$ cat config.mk
export PLATFORM = sky130hd
export DESIGN_NAME = sevenseg_scan_driver
export DESIGN_NICKNAME = d
export VERILOG_FILES = /design/src/rtl/sevenseg_scan_driver.sv
export SDC_FILE = /design/constraint.sdc
export NUM_CORES = 1
export LEC_CHECK = 0
export ABC_CLOCK_PERIOD_IN_PS = 4900
export CORE_AREA = 3 3 84 86
export DETAILED_ROUTE_END_ITERATION = 10
export DIE_AREA = 0 0 87 89
export PLACE_DENSITY_LB_ADDON = 0.1
export SLEW_MARGIN = 0
export SYNTH_ARGS = -nofsm -noshare
export SYNTH_HDL_FRONTEND = slang
export SYNTH_SLANG_ARGS = --single-unit
$ cat constraint.sdc
create_clock -name clk -period 4.9 [get_ports clk]
set_input_delay 0.98 -clock clk [delete_from_list [all_inputs] [get_ports clk]]
set_output_delay 0.98 -clock clk [all_outputs]
set_load 0.1 [all_outputs]
$ cat src/rtl/sevenseg_scan_driver.sv
`default_nettype none
// ============================================================================
// sevenseg_scan_driver : time-multiplexed N-digit seven-segment scan driver
//   Optional build macro SEVSEG_LZ_BLANK_EN enables leading-zero blanking.
// Rev 1.0
// ============================================================================
module sevenseg_scan_driver #(
  parameter int N_DIGITS    = 4,
  parameter int REFRESH_DIV = 100000,
  parameter int GHOST_CYC   = 2,
  parameter bit ACTIVE_LOW  = 1'b1
) (
  input  logic                  clk,
  input  logic                  rst_n,
  input  logic [4*N_DIGITS-1:0] value,
  input  logic                  load,
  input  logic                  hex_mode,
  input  logic [N_DIGITS-1:0]   dp_in,
  output logic [6:0]            seg,
  output logic                  dp,
  output logic [N_DIGITS-1:0]   an
);

  localparam int CNT_W = $clog2(REFRESH_DIV);
  localparam int IDX_W = (N_DIGITS > 1) ? $clog2(N_DIGITS) : 1;

  localparam logic [CNT_W-1:0]    CNT_MAX   = CNT_W'(REFRESH_DIV - 1);
  localparam logic [CNT_W-1:0]    GHOST_END = CNT_W'(GHOST_CYC);
  localparam logic [IDX_W-1:0]    IDX_MAX   = IDX_W'(N_DIGITS - 1);
  localparam logic [6:0]          SEG_POL   = {7{ACTIVE_LOW}};
  localparam logic [N_DIGITS-1:0] AN_POL    = {N_DIGITS{ACTIVE_LOW}};

  logic [CNT_W-1:0]      cnt_q, cnt_d;
  logic [IDX_W-1:0]      idx_q, idx_d;
  logic [4*N_DIGITS-1:0] val_q, val_d;
  logic [N_DIGITS-1:0]   dpm_q, dpm_d;
  logic                  hex_q, hex_d;
  logic [6:0]            seg_q, seg_d;
  logic                  dp_q, dp_d;
  logic [N_DIGITS-1:0]   an_q, an_d;

  logic [3:0]            nib;
  logic                  dp_sel;
  logic                  blank;
  logic [6:0]            seg_ah;
  logic [N_DIGITS-1:0]   an_ah;

  function automatic logic [6:0] decode(input logic [3:0] n, input logic hex);
    logic [6:0] s;
    case (n)
      4'h0: s = 7'b1111110;
      4'h1: s = 7'b0110000;
      4'h2: s = 7'b1101101;
      4'h3: s = 7'b1111001;
      4'h4: s = 7'b0110011;
      4'h5: s = 7'b1011011;
      4'h6: s = 7'b1011111;
      4'h7: s = 7'b1110000;
      4'h8: s = 7'b1111111;
      4'h9: s = 7'b1111011;
      4'hA: s = 7'b1110111;
      4'hB: s = 7'b0011111;
      4'hC: s = 7'b1001110;
      4'hD: s = 7'b0111101;
      4'hE: s = 7'b1001111;
      default: s = 7'b1000111;
    endcase
    if (!hex && (n > 4'd9)) begin
      s = 7'b0000000;
    end
    return s;
  endfunction

  always_comb begin
    nib    = 4'h0;
    dp_sel = 1'b0;
    an_ah  = '0;
    for (int i = 0; i < N_DIGITS; i++) begin
      if (idx_q == IDX_W'(i)) begin
        nib      = val_q[4*i +: 4];
        dp_sel   = dpm_q[i];
        an_ah[i] = (cnt_q >= GHOST_END);
      end
    end

`ifdef SEVSEG_LZ_BLANK_EN
    // A digit is leading-zero if it and every digit above it are zero; digit 0 never blanks.
    blank = (idx_q != '0);
    for (int i = 0; i < N_DIGITS; i++) begin
      if ((IDX_W'(i) >= idx_q) && (val_q[4*i +: 4] != 4'h0)) begin
        blank = 1'b0;
      end
    end
`else
    blank = 1'b0;
`endif

    seg_ah = blank ? 7'b0000000 : decode(nib, hex_q);
    seg_d  = seg_ah ^ SEG_POL;
    dp_d   = dp_sel ^ ACTIVE_LOW;
    an_d   = an_ah ^ AN_POL;

    if (cnt_q == CNT_MAX) begin
      cnt_d = '0;
      idx_d = (idx_q == IDX_MAX) ? '0 : idx_q + IDX_W'(1);
    end else begin
      cnt_d = cnt_q + CNT_W'(1);
      idx_d = idx_q;
    end

    val_d = load ? value    : val_q;
    dpm_d = load ? dp_in    : dpm_q;
    hex_d = load ? hex_mode : hex_q;
  end

  always_ff @(posedge clk) begin
    if (!rst_n) begin
      cnt_q <= '0;
      idx_q <= '0;
      val_q <= '0;
      dpm_q <= '0;
      hex_q <= 1'b0;
      seg_q <= SEG_POL;
      dp_q  <= ACTIVE_LOW;
      an_q  <= AN_POL;
    end else begin
      cnt_q <= cnt_d;
      idx_q <= idx_d;
      val_q <= val_d;
      dpm_q <= dpm_d;
      hex_q <= hex_d;
      seg_q <= seg_d;
      dp_q  <= dp_d;
      an_q  <= an_d;
    end
  end

  assign seg = seg_q;
  assign dp  = dp_q;
  assign an  = an_q;

endmodule
`default_nettype wire

==> results.md, run 1 <==
- CTS saw 52 sinks.
- The first-pass GRT wire length is 8040 µm.
- The flow ran to the end, and the final reports show no timing, DRC or antenna violations.
- Among all stages on the critical path, the largest delay is contributed by sky130_fd_sc_hd__clkdlybuf4s50_1.
- Once the clock tree was built, the setup fixing pass inserted 0 buffers.
- The cell area after synthesis is 2540 µm².
- Walking the worst path, the cells encountered are clkdlybuf4s50_1.
- The number of global-route vias before repair is approximately 1700.
- The die footprint is 7740 µm².
- Setup repair after global routing left no endpoint under its margin.
- During synthesis, Yosys emitted a total of 0 warnings.
- The die height is 89 µm.
- The reported leakage power is around 1.2 nW.
- The pin count of the biggest net entering global routing is 28.
- The sequential element share of the synthesized area is 0.410.
- The sum of routed wire length over all layers is approximately 4600 µm.
- In this run the count of I/O pins placed on the die edge is 36.
- After detailed routing, the average wire length per cell comes to roughly 13 µm.
- The endpoint kind of the worst setup timing path is a primary output.
- The setup TNS after final layout is 0 ns.
- The area taken by multi-input logic gates is 1370 µm².
- The critical path launch point type is a flip-flop.
- TritonCTS built the clock tree.
- The count of hold buffers inserted by post-cts repair is 0.
- The worst slew margin relative to its limit is 0.347.
- The fmax is about 360 MHz.
- After synthesis, the netlist uses 40 different library cells.
- In this run, post-CTS repair resized a total of 0 instances.
- The number of antenna diodes in the final layout is 0.
- The TritonCTS buffer count is 5.
- The initial antenna violation count was 0.
- The later-pin clock latency in the skew report is roughly 0.30 ns.
- The total global routing overflow is 0.
- The clock passes through at most 2 buffers.
- The signal arrival time at the worst endpoint is 1.78 ns.
- The number of placement rows is 29.
- The final worst setup slack is 2.14 ns.
- The relative area change from synthesis to final layout is 17.9%.
- The number of nets in the finished design is approximately 320.
- The core footprint is around 6300 µm².
- The final route contains 1739 vias.
- In the finished design, the share of the clock period the worst path needs comes to 0.564.
- In this design, the stage delay of the slowest critical-path cell is 1.14 ns.
- Counting the fill cells in the layout gives between 600 and 700.
- Setup slack on the worst reg-to-reg path comes out at 2.25 ns.
- The first detailed-routing pass took 4 iterations.
- The post-route antenna net violation count is 0.
- For this run, asynchronously set or reset flops after synthesis account for 0.
- The synthesized netlist net count is between 200 and 300.
- After technology mapping, the gate count stands at ~260.
- The final worst clock skew is between 0.006 and 0.007 ns.
- The time the worst path needs with I/O delays and setup is about 2.8 ns.
- The final setup violation count is 0.
- In this run the horizontal extent of the chip is around 87 µm.
- The tree is rooted in a sky130_fd_sc_hd__clkbuf_8.
- The number of hold violations in the final report came to 0.
- The total power per unit cell area is between 200 and 300 nW/µm².
- The total routing usage reported by global routing is 0.131.
- The clock-pin transition on the worst setup and hold timing paths is about 0.090 ns.
- The worst voltage drop across the vdd grid is between 0.2 and 0.25 mV.
- The number of register bits inferred by synthesis is 52.
- Prior to clock tree synthesis, the placed netlist has a worst setup slack of just over 2 ns.
- The H-tree was split into 2 levels.
- The number of buffers added on ports is 35.
- The critical path class is flip-flop to primary output.
- The required time at the worst-slack endpoint is roughly 4 ns.
- The area taken by flip-flops and latches is 1040 µm².
- Among cell families on the critical path, the largest total delay comes from buffers and inverters.
- In the routed layout, each cell is associated on average with a via count of between 4 and 5.
- The fraction of final layout cells sized beyond drive strength 1 is 0.0767.
- The total buffers and inverters traversed by the critical path is 1.
- Counting flops with a built-in enable in the synthesized netlist gives 0.
- At the pin with the least slew margin, the transition time is around 0.98 ns.
- The maximum fanout along the worst path is 1.
- Routability-driven placement finished with a final weighted congestion of between 0.7 and 0.8.
- The predominant post-synthesis flop cell is sky130_fd_sc_hd__dfxtp_1.
- The number of remaining DRC errors is 0.
- Each instance of the synthesized netlist takes up on average approximately 9.8 µm².
- The total half-perimeter wirelength after legalization and detailed placement is between 3000 and 4000 µm.
- The max-slew violation count is 0.
- The effective utilization at floorplan is 0.400.
- The max-cap violation count is 0.
- In this run, the number of DRC markers left after iteration 0 of detailed routing was 10.
- The type of the worst min-delay path is flip-flop to flip-flop.
cell usage after synthesis, types with 2 or more instances:
cell | number | area, µm²
sky130_fd_sc_hd__and4_1 | 2 | 17.5
sky130_fd_sc_hd__a211oi_2 | 4 | 50.1
sky130_fd_sc_hd__mux2i_1 | 24 | 240
sky130_fd_sc_hd__nor2_1 | 22 | 82.6
sky130_fd_sc_hd__nand2b_1 | 2 | 12.5
sky130_fd_sc_hd__ha_1 | 12 | 150
sky130_fd_sc_hd__nor2b_1 | 30 | 188
sky130_fd_sc_hd__xor2_1 | 8 | 70.1
sky130_fd_sc_hd__a21oi_1 | 4 | 20.0
sky130_fd_sc_hd__nand2_1 | 19 | 71.3
sky130_fd_sc_hd__buf_6 | 5 | 56.3
sky130_fd_sc_hd__o211ai_2 | 5 | 62.6
sky130_fd_sc_hd__and3_1 | 5 | 31.3
sky130_fd_sc_hd__clkbuf_1 | 3 | 11.3
sky130_fd_sc_hd__nand3b_1 | 5 | 37.5
sky130_fd_sc_hd__inv_1 | 8 | 30.0
sky130_fd_sc_hd__dfxtp_1 | 52 | 1040
sky130_fd_sc_hd__or2b_1 | 2 | 15.0
sky130_fd_sc_hd__nand4_1 | 3 | 18.8
sky130_fd_sc_hd__xnor2_1 | 7 | 61.3
sky130_fd_sc_hd__a211o_1 | 2 | 17.5
sky130_fd_sc_hd__nor3b_1 | 4 | 30.0
sky130_fd_sc_hd__buf_2 | 2 | 10.0
sky130_fd_sc_hd__nand3_1 | 5 | 25.0
sky130_fd_sc_hd__a211oi_1 | 3 | 22.5
sky130_fd_sc_hd__buf_4 | 3 | 22.5
sky130_fd_sc_hd__nor4_1 | 3 | 18.8
sky130_fd_sc_hd__and2_1 | 2 | 12.5
cells in the final DEF, fill, tap and decap left out, drive strengths merged:
cell / n
dfxtp: 52
clkdlybuf4s50: 35
nor2b: 30
mux2i: 24
nor2: 22
nand2: 19
ha: 12
inv: 8
xor2: 8
xnor2: 7
a211oi: 7
nand3b: 6
and3: 5
nand3: 5
o211ai: 5
clkbuf: 5
nor3b: 4
a21oi: 4
nand4: 3
nor4: 3
nand2b: 3
and2: 3
a211o: 2
and4: 2
or2b: 2
nor3: 2
o21ai: 2
o22ai: 1
or4: 1
a21boi: 1
o221ai: 1
a32o: 1
bufinv: 1
buf: 1
where the power goes:
group | switching (W) | internal [W]
Sequential | 0.00000950 | 0.000442
Clock | 0.000132 | 0.000147
Combinational | 0.0000976 | 0.0000601
Total | 0.000239 | 0.000649
final cells by class:
cell class                      instances  share of cell area
Clock inverter                          1              0.0100
Clock buffer                            5              0.0230
Multi-Input combinational cell        185               0.457
Tap cell                               77              0.0322
Inverter                                8              0.0100
Sequential cell                        52               0.348
Timing Repair Buffer                   36               0.120
registers in the layout (all words and copies together), names as in the netlist:
register / cells
hex_q: 1
cnt_q: 17
an: 4
dpm_q: 4
seg: 7
idx_q: 2
val_q: 16
dp: 1
cell families (layout without fill, tap and decap cells):
kind of cell | after synthesis | in the layout | synth area share
buffers and inverters | 21 | 50 | 0.0513
muxes | 24 | 24 | 0.0947
and+or+nand+nor | 110 | 110 | 0.244
AOI/OAI and AO/OA | 24 | 24 | 0.0888
xor gates and xnor gates | 15 | 15 | 0.0518
adders and majority gates | 12 | 12 | 0.0592
DFF | 52 | 52 | 0.410
through the flow:
step | power, W | utilization | area (µm²) | std cells | hold slack, ns
after detailed placement | 0.000621 | 0.455 | 2890 | 358 | 0.463
after CTS | 0.000903 | 0.471 | 2990 | 364 | 0.482
after floorplan | 0.000579 | - | 2540 | 258 | 0.425
after global routing | 0.000935 | 0.471 | 2990 | 364 | 0.517
after global placement | 0.000621 | 0.455 | 2890 | 358 | 0.437
final | 0.000888 | 0.471 | 2990 | 364 | 0.474
per-layer routing:
metal	wire [µm]	vias to the layer above	global-route usage
met3	177	2	0.0313
li1	-	929	-
met1	2330	781	0.174
met2	2090	27	0.212
met5	0	-	0
met4	14	0	0.0397
worst paths after layout:
| path | end | depth (start not counted) | from |
|---|---|---|---|
| setup reg to reg | seg[4] | 8 | idx_q[0] |
| setup / recovery | an[3] | 1 | an[3] |
| hold / removal | cnt_q[0] | 1 | cnt_q[0] |
| hold reg to reg | cnt_q[0] | 1 | cnt_q[0] |
No activity file was read; power rests on OpenSTA's default activity.
==> run 2, diff against run 1 <==
Settings changed: ABC_CLOCK_PERIOD_IN_PS 4900 to 2850.
Clock period 4.9 ns to 2.85 ns, I/O delays scaled along.
==> results.md, run 2 (synthesized netlist as in run 1, its figures left out) <==
- The detailed-routed wire length on met2 came to 2120 µm (+1.1%).
- The number of buffers added on ports is 35 (unchanged).
- The critical path class is flip-flop to flip-flop.
- The max-cap violation count is 0 (unchanged).
- The maximum buffer depth of the clock tree is 2 (unchanged).
- The number of global-route vias before repair is 1737 (+3.5%).
- The final weighted congestion in routability-driven placement is 0.807 (+3.8%).
- The setup TNS after final layout is 0 ns (unchanged).
- The TritonCTS buffer count came to 5 (unchanged).
- The fraction of final layout cells sized beyond drive strength 1 came to 0.139 (+0.0628).
- The total global routing overflow is 0 (unchanged).
- The worst voltage drop across the vdd grid came to 0.284 mV (+29%).
- The total clock sinks is 52 (unchanged).
- The register with the most flip-flops is cnt_q.
- The first-pass GRT wire length was 8250 µm (+2.6%).
- The effective utilization at floorplan came to 0.400 (unchanged).
- The largest incremental delay on the critical path came to 0.40 ns (-0.74 ns).
- The initial antenna violation count is 0 (unchanged).
- The count of hold buffers inserted by post-cts repair came to 0 (unchanged).
- The slowest library cell on the worst path is sky130_fd_sc_hd__dfxtp_1.
- The transition time of the tightest slew-check pin came to 0.528 ns (-0.448 ns).
- The number of nets in the finished design was 329 (+1.5%).
- The fill cell total of the finished layout was 620 (-1.3%).
- The first-iteration detailed-routing DRC count was 36 (+26).
- The wire length on met1 is 2550 µm (+9.7%).
- The count of boundary I/O pins is 36 (unchanged).
- The post-detailed-route wirelength per cell was 13.3 µm (+4.9%).
- The final worst clock skew is 0.00898 ns (+0.00233 ns).
- Leaving out fill and tap cells, the most frequent cell in the layout is sky130_fd_sc_hd__dfxtp_1.
- The post-CTS repair timing setup buffer count was 0 (unchanged).
- The pin count of the biggest net entering global routing is 24 (-14%).
- The startpoint of the most critical hold path is cnt_q[0].
- The final worst setup slack is 0.341 ns (-1.80 ns).
- The total half-perimeter wirelength after legalization and detailed placement was 3600 µm (+7.6%).
- The die height is 89 µm (unchanged).
- The met3 layer wire length in the routed design was 201 µm (+14%).
- The sum of routed wire length over all layers is 4930 µm (+6.9%).
- The later-pin clock latency in the skew report is 0.31 ns (about the same).
- The clock-pin transition on the worst setup and hold timing paths was 0.10 ns (about the same).
- The post-route antenna net violation count is 0 (unchanged).
- The maximum fanout along the worst path is 11 (+10).
- The reported leakage power was 1.21 nW (+4.9%).
- The core footprint is 6350 µm² (unchanged).
- The worst setup slack after placement came to 0.344 ns (-1.69 ns).
- The worst path in the final design needs a cycle of around 2.5 ns, including I/O delays and setup.
- The signal arrival time at the worst endpoint is 2.69 ns (+0.91 ns).
- The number of hold violations in the final report is 0 (unchanged).
- In the finished design, the share of the clock period the worst path needs comes to 0.880.
- The number of placed cells counting well taps is 363 (+1.4%).
- The run finished with clean final reports.
- The top cell types in the final layout, fill and taps aside, are sky130_fd_sc_hd__dfxtp_1 (52), sky130_fd_sc_hd__nor2b_1 (30), sky130_fd_sc_hd__mux2i_1 (24).
- The die footprint was 7740 µm² (unchanged).
- The number of instances on the worst hold path is 1 (unchanged).
- The most prevalent standard cell on the critical path is sky130_fd_sc_hd__ha_1.
- The x dimension of the die came to 87 µm (unchanged).
- The area taken by flip-flops and latches is 1040 µm² (unchanged).
- The number of placement rows is 29 (unchanged).
- The post-CTS resize count is 0 (unchanged).
- The worst register-to-register path begins at idx_q[1].
- The number of remaining DRC errors is 0 (unchanged).
- The total power per unit cell area came to 571 nW/µm² (+92%).
- Tracing the worst setup path back leads to its startpoint at idx_q[1].
- TritonCTS built the clock tree.
- The area taken by multi-input logic gates is 1370 µm² (unchanged).
- The worst setup path is captured at a flip-flop.
- The flip-flop count of the largest register, all copies and words added is 17 (unchanged).
- Setup repair after global routing left no endpoint under its margin.
- The final setup violation count came to 0 (unchanged).
- The number of cells traversed by the worst register-to-register path is 9 (+1).
- The via density per instance was 4.85 (+1.5%).
- The number of vias in the routed layout is 1799 (+3.5%).
- The total routing usage reported by global routing is 0.135 (+0.00343).
- The critical path launch point type is a flip-flop.
- The worst slew margin relative to its limit is 0.647 (+0.300).
- The final hold slack is 0.465 ns (-0.00905 ns).
- The required time at the worst-slack endpoint is 3.03 ns (-0.89 ns).
- In this run the worst hold path is classified as flip-flop to flip-flop.
- The fmax is ~400 MHz.
- The max-slew violation count is 0 (unchanged).
- The highest layer used for signal routing is met4.
- The non-filler instance count after layout is 371 (+1.9%).
- Traced cell by cell, the critical path runs through inv_1 > ha_1 > nand3b_1 > a211oi_2 > ha_1 > nor2_1 > o211ai_2 > and2_1 > o221ai_2.
- The detailed-router iteration count before antenna repair is 4 (unchanged).
- The relative area change from synthesis to final layout is 20.5%.
- The maximum level of the CTS H-tree is 2 (unchanged).
- The cell sitting at the root of the clock tree is a sky130_fd_sc_hd__clkbuf_8.
- The antenna diode count is 0 (unchanged).
## run 2: where the power goes
part,switching [W],internal [W]
clock network,0.000255,0.000439
logic,0.000170,0.000103
registers,0.0000186,0.000760
## run 2: worst paths after layout
| path | to | slack [ns] |
|---|---|---|
| worst min-delay path | cnt_q[0] | 0.46 |
| worst max-delay path | seg[4] | 0.34 |
| worst min register to register | cnt_q[0] | 0.46 |
| worst max register to register | seg[4] | 0.34 |
## run 2: layer usage
layer / GRT usage / up-vias
met5: 0 / -
met4: 0.0382 / 0
met3: 0.0313 / 5
met2: 0.208 / 28
met1: 0.188 / 826
li1: - / 940
## run 2: cell type report
cell class | count | share of cell area
multi-input combinational | 185 | 0.447
sequential | 52 | 0.340
timing repair buffer | 41 | 0.119
tap | 77 | 0.0315
clock inverter | 3 | 0.0295
clock buffer | 5 | 0.0225
inverter | 8 | 0.00982
## run 2: worst max-delay path: cells and delay by family (launching register included)
kind / cells / cell delay [ns]
AND/OR/NAND/NOR: 3 / 0.65
AO/OA/AOI/OAI: 3 / 0.61
adder cells (fa/ha/maj): 2 / 0.63
flip-flops: 1 / 0.40
buffers and inverters: 1 / 0.08
## run 2: through the flow
step	total power, W	utilization	area [µm²]
after global routing	0.00181	0.482	3060
final	0.00175	0.482	3060
after detailed placement	0.00107	0.457	2900
after floorplan	0.000995	-	2540
after CTS	0.00176	0.482	3060
after global placement	0.00107	0.457	2900
==> run 3, diff against run 2 <==
Settings changed: ABC_CLOCK_PERIOD_IN_PS 2850 to 2009, CORE_AREA 3 3 84 86 to 2 2 83 85, DIE_AREA 0 0 87 89 to 0 0 85 87.
Clock period 2.85 ns to 2.01 ns, I/O delays scaled along.
==> results.md, run 3 (synthesized netlist as in run 1, its figures left out) <==
- The number of buffers added on ports is 35 (unchanged).
- The post-detailed-route wirelength per cell is 13.3 µm (+0.31%).
- The core footprint is 6570 µm² (+3.4%).
- The top cell types in the final layout, fill and taps aside, are sky130_fd_sc_hd__dfxtp_1 (50), sky130_fd_sc_hd__nor2b_1 (30), sky130_fd_sc_hd__buf_4 (29).
- The root buffer cell chosen for the clock tree is sky130_fd_sc_hd__clkbuf_8.
- The share of the cycle needed by the critical path after routing is 1.02 (+0.135).
- The internal power consumption came to 0.00150 W (+16%).
- The worst setup path is launched from a flip-flop.
- The maximum buffer depth of the clock tree was 2 (unchanged).
- In this run the worst setup path begins at idx_q[0].
- The final worst setup slack was -0.0315 ns (-0.373 ns).
- STA classifies the critical path endpoint as a flip-flop.
- The sum of routed wire length over all layers is 5250 µm (+6.5%).
- The fmax is 490 MHz (+23%).
- The worst slew margin relative to its limit came to 0.704 (+0.0567).
- The post-route antenna net violation count is 0 (unchanged).
- The checks that failed: negative setup slack.
- The die footprint is 7400 µm² (-4.5%).
- The number of nets in the finished design is 349 (+6.1%).
- The number of instances on the worst hold path came to 1 (unchanged).
- The antenna diode count is 0 (unchanged).
- The total half-perimeter wirelength after legalization and detailed placement came to 3590 µm (-0.25%).
- The final design utilization is 0.516 (+0.0348).
- The clock-pin transition on the worst setup and hold timing paths was 0.10 ns (about the same).
- The launching point of the worst reg2reg path is idx_q[0].
- The time the worst path needs with I/O delays and setup is 2.04 ns (-0.467 ns).
- The count of boundary I/O pins is 36 (unchanged).
- The TritonCTS buffer count is 5 (unchanged).
- The total clock sinks is 52 (unchanged).
- The total global routing overflow was 0 (unchanged).
- The final weighted congestion in routability-driven placement is 0.797 (-1.3%).
- The maximum level of the CTS H-tree is 2 (unchanged).
- The first-pass GRT wire length was 8460 µm (+2.6%).
- The share of power burned in the clock network is 0.272 (-0.126).
- The count of hold buffers inserted by post-cts repair is 0 (unchanged).
- The die height is 87 µm (-2.2%).
- The initial antenna violation count came to 0 (unchanged).
- The final worst clock skew is 0.0118 ns (+0.00282 ns).
- The worst voltage drop across the vdd grid was 0.347 mV (+22%).
- The fraction of power consumed by combinational cells came to 0.211 (+0.055).
- The instance area after placement is 3090 µm² (+6.6%).
- The first-iteration detailed-routing DRC count is 39 (+8.3%).
- The number of cells traversed by the worst register-to-register path came to 10 (+1).
- The worst setup slack after placement came to -0.0467 ns (-0.391 ns).
- The required time at the worst-slack endpoint came to 2.22 ns (-0.81 ns).
- The number of vias in the routed layout is 1893 (+5.2%).
- The effective utilization at floorplan came to 0.386 (-0.0133).
- The number of global-route vias before repair is 1778 (+2.4%).
- The type of the worst min-delay path is flip-flop to flip-flop.
- The final setup violation count is 2 (+2).
- The worst reg-to-reg setup slack is -0.03 ns (-0.37 ns).
- The leading cell type in the layout, fill and taps excluded is sky130_fd_sc_hd__dfxtp_1.
- From synthesis to final layout, the design area changed by 33.7%.
- The number of placed cells counting well taps is 377 (+3.9%).
- The non-filler instance count after layout was 394 (+6.2%).
- The register with the most flip-flops is cnt_q.
- The transition time of the tightest slew-check pin was 0.442 ns (-0.0855 ns).
- The total power per unit cell area is 629 nW/µm² (+10%).
- The flip-flop count of the largest register, all copies and words added is 17 (unchanged).
- The number of placement rows is 30 (+3.4%).
- The via density per instance is 4.80 (-0.92%).
- The pin count of the biggest net entering global routing is 22 (-8.3%).
- The switching share of total power is 0.295 (+0.0410).
- TritonCTS built the clock tree.
- The worst setup path endpoint is seg[6].
- Setup repair after global routing could not meet its margin everywhere.
- The final standard cell area without fillers is 3390 µm² (+11%).
- The x dimension of the die came to 85 µm (-2.3%).
- The number of remaining DRC errors came to 0 (unchanged).
- The number of hold violations in the final report is 0 (unchanged).
- The switching power is 0.000630 W (+42%).
- The total power of the final layout is 0.00213 W (+22%).
- The total routing usage reported by global routing is 0.143 (+0.00849).
- The detailed-router iteration count before antenna repair is 4 (unchanged).
- The later-pin clock latency in the skew report is 0.30 ns (about the same).
- The flow ran to the end, but the final reports show violations.
- The reported leakage power was 1.34 nW (+10%).
- The fraction of final layout cells sized beyond drive strength 1 is 0.283 (+0.144).
- The maximum fanout along the worst path was 7 (-4).
- The fill cell total of the finished layout is 635 (+2.4%).
- The worst register-to-register path ends at seg[6].
- The max-slew violation count is 0 (unchanged).
- The signal arrival time at the worst endpoint is 2.25 ns (-0.44 ns).
- The sequential share of power was 0.517 (+0.071).
- The max-cap violation count is 0 (unchanged).
- The worst setup path is of the flip-flop to flip-flop kind.
[run 3: power by group through the flow]
stage                     Clock, W  Combinational [W]  Sequential [W]
after floorplan                  0           0.000159         0.00125
after global placement           0           0.000413         0.00113
after detailed placement         0           0.000415         0.00113
after CTS                 0.000609           0.000420         0.00110
after global routing      0.000635           0.000481         0.00111
final                     0.000579           0.000450         0.00110
[run 3: worst min path at each step]
stage	start	endpoint	slack (ns)
finish	cnt_q[0]	cnt_q[0]	0.47
global route	cnt_q[0]	cnt_q[0]	0.49
CTS	cnt_q[0]	cnt_q[0]	0.47
detailed placement	cnt_q[0]	cnt_q[0]	0.45
global placement	cnt_q[0]	cnt_q[0]	0.44
floorplan	cnt_q[0]	cnt_q[0]	0.43
[run 3: critical path: stages (launching register included)]
cell	delay, ns
sky130_fd_sc_hd__dfxtp_4	0.38
sky130_fd_sc_hd__inv_2	0.09
sky130_fd_sc_hd__ha_2	0.22
sky130_fd_sc_hd__buf_4	0.14
sky130_fd_sc_hd__buf_4	0.11
sky130_fd_sc_hd__nand3b_4	0.07
sky130_fd_sc_hd__a211oi_4	0.37
sky130_fd_sc_hd__buf_12	0.17
sky130_fd_sc_hd__or2b_1	0.16
sky130_fd_sc_hd__and3_4	0.19
sky130_fd_sc_hd__o21ai_2	0.04
[run 3: final cells by class]
| type | count | area [µm²] | share of cell area |
|---|---|---|---|
| well taps | 80 | 100 | 0.0295 |
| repair buffers | 61 | 603 | 0.178 |
| clock buffers | 5 | 68.8 | 0.0203 |
| flip-flops and latches | 52 | 1050 | 0.309 |
| inverters | 8 | 32.5 | 0.00959 |
| multi-input cells | 185 | 1530 | 0.450 |
| clock inverters | 3 | 13.8 | 0.00406 |
[run 3: timing repair]
action                     CTS  global route
hold endpoints to repair     0             0
setup buffers                2             7
setup endpoints to repair    7             7
resized for setup            1            32
cloned                       0             1
pin swaps                    2             7
[run 3: stage by stage]
step / hold WS, ns / setup TNS (ns)
2_1_floorplan: 0.425 / -0.146
3_3_place_gp: 0.441 / 0
3_5_place_dp: 0.450 / -0.233
4_1_cts: 0.472 / 0
5_1_grt: 0.494 / -0.648
6_report: 0.465 / -0.0355
[run 3: per-layer routing]
metal / GRT usage / vias up / wire (µm)
li1: - / 980 / -
met1: 0.198 / 878 / 2690
met2: 0.223 / 28 / 2310
met3: 0.0322 / 7 / 166
met4: 0.0433 / 0 / 86
met5: 0 / - / 0
